--- config.mk ---
export PLATFORM = sky130hd
export DESIGN_NAME = camera_sensor_emulator_flat
export DESIGN_NICKNAME = d
export VERILOG_FILES = /design/src/rtl/camera_sensor_emulator_if.sv /design/src/rtl/camera_sensor_emulator.sv /design/src/flat_wrapper.sv
export SDC_FILE = /design/constraint.sdc
export NUM_CORES = 1
export LEC_CHECK = 0
export ABC_AREA = 1
export CAP_MARGIN = 20
export CORE_MARGIN = 2
export CORE_UTILIZATION = 25
export DETAILED_ROUTE_END_ITERATION = 7
export PLACE_DENSITY_LB_ADDON = 0.3
export SYNTH_ARGS = -nofsm -noshare
export SYNTH_HDL_FRONTEND = slang
export SYNTH_SLANG_ARGS = --single-unit
export TNS_END_PERCENT = 10
--- constraint.sdc ---
create_clock -name clk -period 3.8 [get_ports clk]
set_input_delay 0.95 -clock clk [delete_from_list [all_inputs] [get_ports clk]]
set_output_delay 0.95 -clock clk [all_outputs]
set_load 0.03 [all_outputs]
--- src/rtl/camera_sensor_emulator_if.sv ---
// Parallel sensor-style video bus between the emulator and a capture block.
// Source-synchronous stream: no ready/backpressure; the consumer must accept every cycle where line_valid=1.
interface camera_sensor_emulator_if;
    logic        en;
    logic [1:0]  pattern;
    logic        frame_valid;
    logic        line_valid;
    logic [9:0]  data_out;
    logic [15:0] frame_count;
    logic        frame_end;
    logic [2:0]  dbg_state;

    modport master (
        input  en, pattern,
        output frame_valid, line_valid, data_out, frame_count, frame_end, dbg_state
    );

    modport slave (
        output en, pattern,
        input  frame_valid, line_valid, data_out, frame_count, frame_end, dbg_state
    );
endinterface

--- src/rtl/camera_sensor_emulator.sv ---
// MT9V034-style parallel output generator: frame/line timing with blanking and selectable test patterns.
// All bus outputs are registered from the next-state values, so DATA stays aligned with LINE_VALID.
module camera_sensor_emulator #(
    parameter int H  = 752,
    parameter int V  = 480,
    parameter int HB = 94,
    parameter int P1 = 2,
    parameter int P2 = 2,
    parameter int VB = 45
) (
    input  logic                            clk,
    input  logic                            rst,
    camera_sensor_emulator_if.master        bus
);
    localparam int CW    = (H > 1) ? $clog2(H) : 1;
    localparam int LW    = (V > 1) ? $clog2(V) : 1;
    localparam int MAX_A = (HB > P1) ? HB : P1;
    localparam int MAX_B = (P2 > VB) ? P2 : VB;
    localparam int MAXB  = (MAX_A > MAX_B) ? MAX_A : MAX_B;
    localparam int BW    = $clog2(MAXB + 1);

    localparam logic [CW-1:0] COL_LAST  = CW'(H - 1);
    localparam logic [LW-1:0] LINE_LAST = LW'(V - 1);
    localparam logic [BW-1:0] HB_LAST   = BW'(HB - 1);
    localparam logic [BW-1:0] P1_LAST   = BW'(P1 - 1);
    localparam logic [BW-1:0] P2_LAST   = BW'(P2 - 1);
    localparam logic [BW-1:0] VB_LAST   = BW'(VB - 1);

    typedef enum logic [2:0] {
        IDLE   = 3'd0,
        FSTART = 3'd1,
        ACTIVE = 3'd2,
        HBLANK = 3'd3,
        FEND   = 3'd4,
        VBLANK = 3'd5
    } state_t;

    state_t        state, state_n;
    logic [BW-1:0] blank_cnt, blank_n;
    logic [CW-1:0] col, col_n;
    logic [LW-1:0] line, line_n;
    logic [1:0]    pat, pat_n;
    logic [15:0]   fc_n;
    logic          fe_n, fv_n, lv_n;
    logic [9:0]    data_n;
    logic [9:0]    c10, l10, diag10;

    assign bus.dbg_state = state;

    always_ff @(posedge clk or posedge rst) begin
        if (rst) begin
            state           <= IDLE;
            blank_cnt       <= '0;
            col             <= '0;
            line            <= '0;
            pat             <= '0;
            bus.frame_valid <= 1'b0;
            bus.line_valid  <= 1'b0;
            bus.data_out    <= '0;
            bus.frame_count <= '0;
            bus.frame_end   <= 1'b0;
        end else begin
            state           <= state_n;
            blank_cnt       <= blank_n;
            col             <= col_n;
            line            <= line_n;
            pat             <= pat_n;
            bus.frame_valid <= fv_n;
            bus.line_valid  <= lv_n;
            bus.data_out    <= data_n;
            bus.frame_count <= fc_n;
            bus.frame_end   <= fe_n;
        end
    end

    // blank_cnt counts cycles spent in the current blanking state; each state exits on its LAST value.
    always_comb begin
        state_n = state;
        blank_n = blank_cnt;
        col_n   = col;
        line_n  = line;
        pat_n   = pat;
        fc_n    = bus.frame_count;
        fe_n    = 1'b0;
        case (state)
            IDLE: begin
                if (bus.en) begin
                    state_n = FSTART;
                    blank_n = '0;
                    pat_n   = bus.pattern;
                end
            end
            FSTART: begin
                if (blank_cnt == P1_LAST) begin
                    state_n = ACTIVE;
                    blank_n = '0;
                    col_n   = '0;
                    line_n  = '0;
                end else begin
                    blank_n = blank_cnt + BW'(1);
                end
            end
            ACTIVE: begin
                if (col == COL_LAST) begin
                    col_n   = '0;
                    blank_n = '0;
                    state_n = (line == LINE_LAST) ? FEND : HBLANK;
                end else begin
                    col_n = col + CW'(1);
                end
            end
            HBLANK: begin
                if (blank_cnt == HB_LAST) begin
                    state_n = ACTIVE;
                    blank_n = '0;
                    col_n   = '0;
                    line_n  = line + LW'(1);
                end else begin
                    blank_n = blank_cnt + BW'(1);
                end
            end
            FEND: begin
                if (blank_cnt == P2_LAST) begin
                    state_n = VBLANK;
                    blank_n = '0;
                    fe_n    = 1'b1;
                    fc_n    = bus.frame_count + 16'd1;
                end else begin
                    blank_n = blank_cnt + BW'(1);
                end
            end
            VBLANK: begin
                if (blank_cnt == VB_LAST) begin
                    blank_n = '0;
                    if (bus.en) begin
                        state_n = FSTART;
                        pat_n   = bus.pattern;
                    end else begin
                        state_n = IDLE;
                    end
                end else begin
                    blank_n = blank_cnt + BW'(1);
                end
            end
            default: begin
                state_n = IDLE;
                blank_n = '0;
            end
        endcase
    end

    // Pixel value for the coming cycle, computed from the next column/line so it lands with LINE_VALID.
    always_comb begin
        c10    = 10'(col_n);
        l10    = 10'(line_n);
        diag10 = c10 + l10 + 10'(bus.frame_count);
        fv_n   = (state_n == FSTART) || (state_n == ACTIVE) ||
                 (state_n == HBLANK) || (state_n == FEND);
        lv_n   = (state_n == ACTIVE);
        data_n = '0;
        if (lv_n) begin
            case (pat)
                2'd0:    data_n = c10;
                2'd1:    data_n = l10;
                2'd2:    data_n = (c10[3] ^ l10[3]) ? 10'h3FF : 10'h000;
                default: data_n = diag10;
            endcase
        end
    end
endmodule
--- src/flat_wrapper.sv ---
// flat-port wrapper written by rule: the top's interface ports become plain ports
module camera_sensor_emulator_flat 
#(
    parameter int H  = 752,
    parameter int V  = 480,
    parameter int HB = 94,
    parameter int P1 = 2,
    parameter int P2 = 2,
    parameter int VB = 45
)
  (clk, rst, bus_en, bus_pattern, bus_frame_valid, bus_line_valid, bus_data_out, bus_frame_count, bus_frame_end, bus_dbg_state);
  camera_sensor_emulator_if bus_i ();
  input  logic clk;
  input  logic rst;
  input wire logic [$bits(bus_i.en)-1:0] bus_en;
  input wire logic [$bits(bus_i.pattern)-1:0] bus_pattern;
  output wire logic [$bits(bus_i.frame_valid)-1:0] bus_frame_valid;
  output wire logic [$bits(bus_i.line_valid)-1:0] bus_line_valid;
  output wire logic [$bits(bus_i.data_out)-1:0] bus_data_out;
  output wire logic [$bits(bus_i.frame_count)-1:0] bus_frame_count;
  output wire logic [$bits(bus_i.frame_end)-1:0] bus_frame_end;
  output wire logic [$bits(bus_i.dbg_state)-1:0] bus_dbg_state;
  assign bus_i.en = bus_en;
  assign bus_i.pattern = bus_pattern;
  assign bus_frame_valid = bus_i.frame_valid;
  assign bus_line_valid = bus_i.line_valid;
  assign bus_data_out = bus_i.data_out;
  assign bus_frame_count = bus_i.frame_count;
  assign bus_frame_end = bus_i.frame_end;
  assign bus_dbg_state = bus_i.dbg_state;
  camera_sensor_emulator #(.H(H), .V(V), .HB(HB), .P1(P1), .P2(P2), .VB(VB)) u_core (.clk(clk), .rst(rst), .bus(bus_i));
endmodule
==> impl_results.md <==
* Synth Area in Compound Gates at 9.559%
* Multi-input logic area at ~0.0021 sq mm
* Worst hold path endpoint: u_core.bus.frame_count[15]
* Clk slew on worst S/H paths at 0.05 ns
* Max rail drop VDD at 198.3 uV
* Die X at about 130 um
* RR Startpoint: u_core.blank_cnt[0]
* Sequential cell area at 0.001501 sq mm
* Critical path type: flip-flop to flip-flop
* DRC viols at 0
* Setup violators final at 0
* CTS Buf Count at 9
* Startpoint types: flip-flop
* Post-synthesis xor/xnor area fraction at 5.182%
* Number of max-cap violations at 0
* Post-Route WL at 9636 um
* Synth async-reset ratio at 100.0%
* Critical path capture point type: flip-flop
* Depth of the worst hold-timing path at 1
* Clk buf depth at 2
* Via count at between 3k and 4k
* Status: finished, final reports clean
* Clock tree from TritonCTS: built
* Share of cells above drive strength 1 at ~15%
* Worst slew pin tran at just under 0.8 ns
* Final core occ at 32.08%
* Final Skew at 0.008195 ns
* Adder-cell share of the synthesized area at 9.977%
* Core area at 0.01520 sq mm
* Hold Vio Cnt, Final at 0
* Critical path data arrival time at 3.75 ns
* Die Span Y at 128.7 um
* Top-area cell type share of the netlist area at 38.62%
* Final setup TNS at 0 ns
* H-tree depth at 3
* Largest net degree at the start of global routing at 61
* Cell area after synthesis at 0.003887 sq mm
* First-pass DRT Iterations at 4
* Grt total ovfl at 0
* Avg WL per Cell at roughly 13 um
* Max Fclk at 284.1 MHz
* Ant. Diodes at 0
* Fillers at 1631
* Port Buf Inserts at 36
* Min-delay worst type: flip-flop to flip-flop
* Placed cell area at 0.004498 sq mm
* Cts hold-fix bufs at 0
* Synth Instances at 476
* Yosys warnings at 0
* RR Endpoint: u_core.bus.data_out[7]
* Crit-path max FO at 7
* GP Congestion at 0.9447
* Root Buffer: clkbuf_16
* Final #Nets at 558
* Area delta synth->final at 25.46%
* Post-synth EDFFs at 0
* Fin crit period at 3.520 ns
* Worst reg-to-reg path cell count at 24
* Num rows at 45
* Synth area leaders: dfrtp_1 39%, nand2_1 9.6%, inv_1 7.2%, fa_1 5.1%, ha_1 4.8%
* Ports at 37
* Total track usage at 12.75%
* R2R Setup Slk at between 0.2 and 0.3 ns
* Worst-Skew Late Latency at 0.34 ns
* Register area share after synthesis at 38.62%
* Avg Inst Size Synth at 8.167 sq um
* Initial antenna violation count at 0
* Unique masters post-synth at 43
* Synth area leader: dfrtp_1
* DP HPWL at ~7500 um
* Rel. slew slack at 47.63%
* Post-Synth Simple-Gate Area at 28.00%
* Detail Route Antenna Nets at 0
* Die ar. at 0.01656 sq mm
* Required time of the worst setup path at 4.03 ns
* Layout Cell Area excl Fill at 0.004877 sq mm
* Initial Utilization at 25.57%
* First-pass GRT wire length at between 15000 and 20000 um
* Static Leak at 0.002407 uW
* Final hold slack at 0.4739 ns
* RSZ-0062 raised after global routing: yes
* Clk sinks at 60
* HP Start: u_core.bus.frame_count[15]
* Max-slew violations at 0
* Mux share of post-synthesis cell area at 0.2897%
* Top_reg_cell synth: dfrtp_1
* Number of synthesized register bits at 60
* Dominant combinational cell family by area after synthesis: simple AND/OR/NAND/NOR gates
* Crit share post-route at 92.64%
* Number of vias per cell at about 4.5
* Synthesized net count at 506
* PD cells at 315.0 mW/mm^2
* Initial DRC count at 234
* Vias in the first global route at 3370
## Yosys cell counts (all sizes together) (2+ instances only)
library cell / n
nor4: 3
nor2: 41
dfrtp: 60
o21ai: 25
nand3: 36
fa: 10
nor3: 10
inv: 86
nand3b: 3
xor2: 18
o22ai: 5
or2: 3
nand2: 113
ha: 15
nand4: 6
o31ai: 2
a21oi: 27
xnor2: 5
## sequential cells by signal, summed over array words and instances, names as in the netlist
| register | count |
|---|---|
| u_core.blank_cnt | 7 |
| u_core.bus.data_out | 10 |
| u_core.bus.dbg_state | 3 |
| u_core.bus.frame_count | 16 |
| u_core.bus.frame_end | 1 |
| u_core.bus.frame_valid | 1 |
| u_core.bus.line_valid | 1 |
| u_core.col | 10 |
| u_core.line | 9 |
| u_core.pat | 2 |
## cell families after synthesis
family / after synthesis
compound gates: 64
xor+xnor: 23
fa+ha+maj: 25
buf+inv: 86
flops: 60
mux: 1
simple gates: 217
## critical path, cell delays in order (launching register included)
cell and delay [ns]:
dfrtp_1 0.43, ha_1 0.21, inv_1 0.09, nor2_4 0.06
nand3_4 0.11, nand2_2 0.07, nand2_2 0.10, inv_2 0.07
nand2_4 0.09, nand2_1 0.07, nand2_1 0.09, inv_1 0.06
fa_1 0.51, inv_1 0.04, ha_1 0.22, fa_2 0.36
nand3_1 0.09, nand2_1 0.09, nand2_1 0.10, nand2_1 0.08
a21oi_2 0.13, xor2_1 0.16, a21oi_1 0.08, nand2_1 0.06
inv_1 0.04
## power breakdown
| part | total [uW] | switching, uW | internal [uW] |
|---|---|---|---|
| sequential | 640 | 0 | 640 |
| combinational | 18.1 | 13.8 | 4.36 |
| clock | 879 | 291 | 588 |
| total | 1540 | 305 | 1230 |
## metrics by stage
step	instances	power [uW]	setup slack, ns
after global routing	721	1589	-0.02212
after CTS	718	1559	0.1651
after floorplan	476	659.9	0.4755
after global placement	702	670.4	0.2538
after detailed placement	702	670.3	0.1978
final	721	1536	0.2798
## metal layers
layer,GRT usage (%),vias to the layer above,routed length [um]
li1,-,1629,-
met1,16.85,1545,4563
met2,19.67,78,4343
met3,2.495,25,394
met4,6.969,0,334
met5,0,-,0
## area by class of cell
type / count / area share, %
multi-input combinational: 330 / 42.79
inverter: 86 / 6.670
clock inverter: 5 / 1.539
timing repair buffer: 41 / 8.415
sequential: 60 / 30.79
tap: 188 / 4.823
clock buffer: 11 / 4.977
## placed cells by master (no fill, tap or decap), types with 2 or more instances in the layout
master / instances
nor4_1: 3
or2_2: 3
nor2_1: 30
dfrtp_1: 60
o31ai_1: 2
clkinv_2: 3
nand2_4: 3
nand3_1: 34
nor3_1: 8
o21ai_0: 16
xor2_1: 18
xnor2_1: 5
nand4_1: 4
nand3b_1: 2
a21oi_2: 4
ha_1: 15
inv_2: 12
nand2_1: 99
nor2_2: 5
buf_4: 4
o21ai_1: 7
nand2_2: 11
clkbuf_16: 9
clkdlybuf4s50_1: 36
o21ai_2: 2
nor2_4: 5
a21oi_1: 23
fa_1: 9
o22ai_1: 4
bufinv_16: 2
inv_1: 73
## worst max path at each step
stage                            startpoint                      to  slack [ns]  depth (start not counted)
floorplan           u_core.bus.dbg_state[0]  u_core.bus.data_out[7]        0.48                         22
global placement    u_core.bus.dbg_state[0]  u_core.bus.data_out[7]        0.25                         19
detailed placement      u_core.blank_cnt[1]  u_core.bus.data_out[7]        0.20                         25
CTS                     u_core.blank_cnt[1]  u_core.bus.data_out[7]        0.17                         25
global route            u_core.blank_cnt[1]  u_core.bus.data_out[7]       -0.02                         25
finish                  u_core.blank_cnt[0]  u_core.bus.data_out[7]        0.28                         24
## timing repair
action / CTS / global route
setup endpoints to repair: 0 / 4
setup buffers: 0 / 3
gates resized for setup: 0 / 8
No activity file was read; power rests on OpenSTA's default activity.
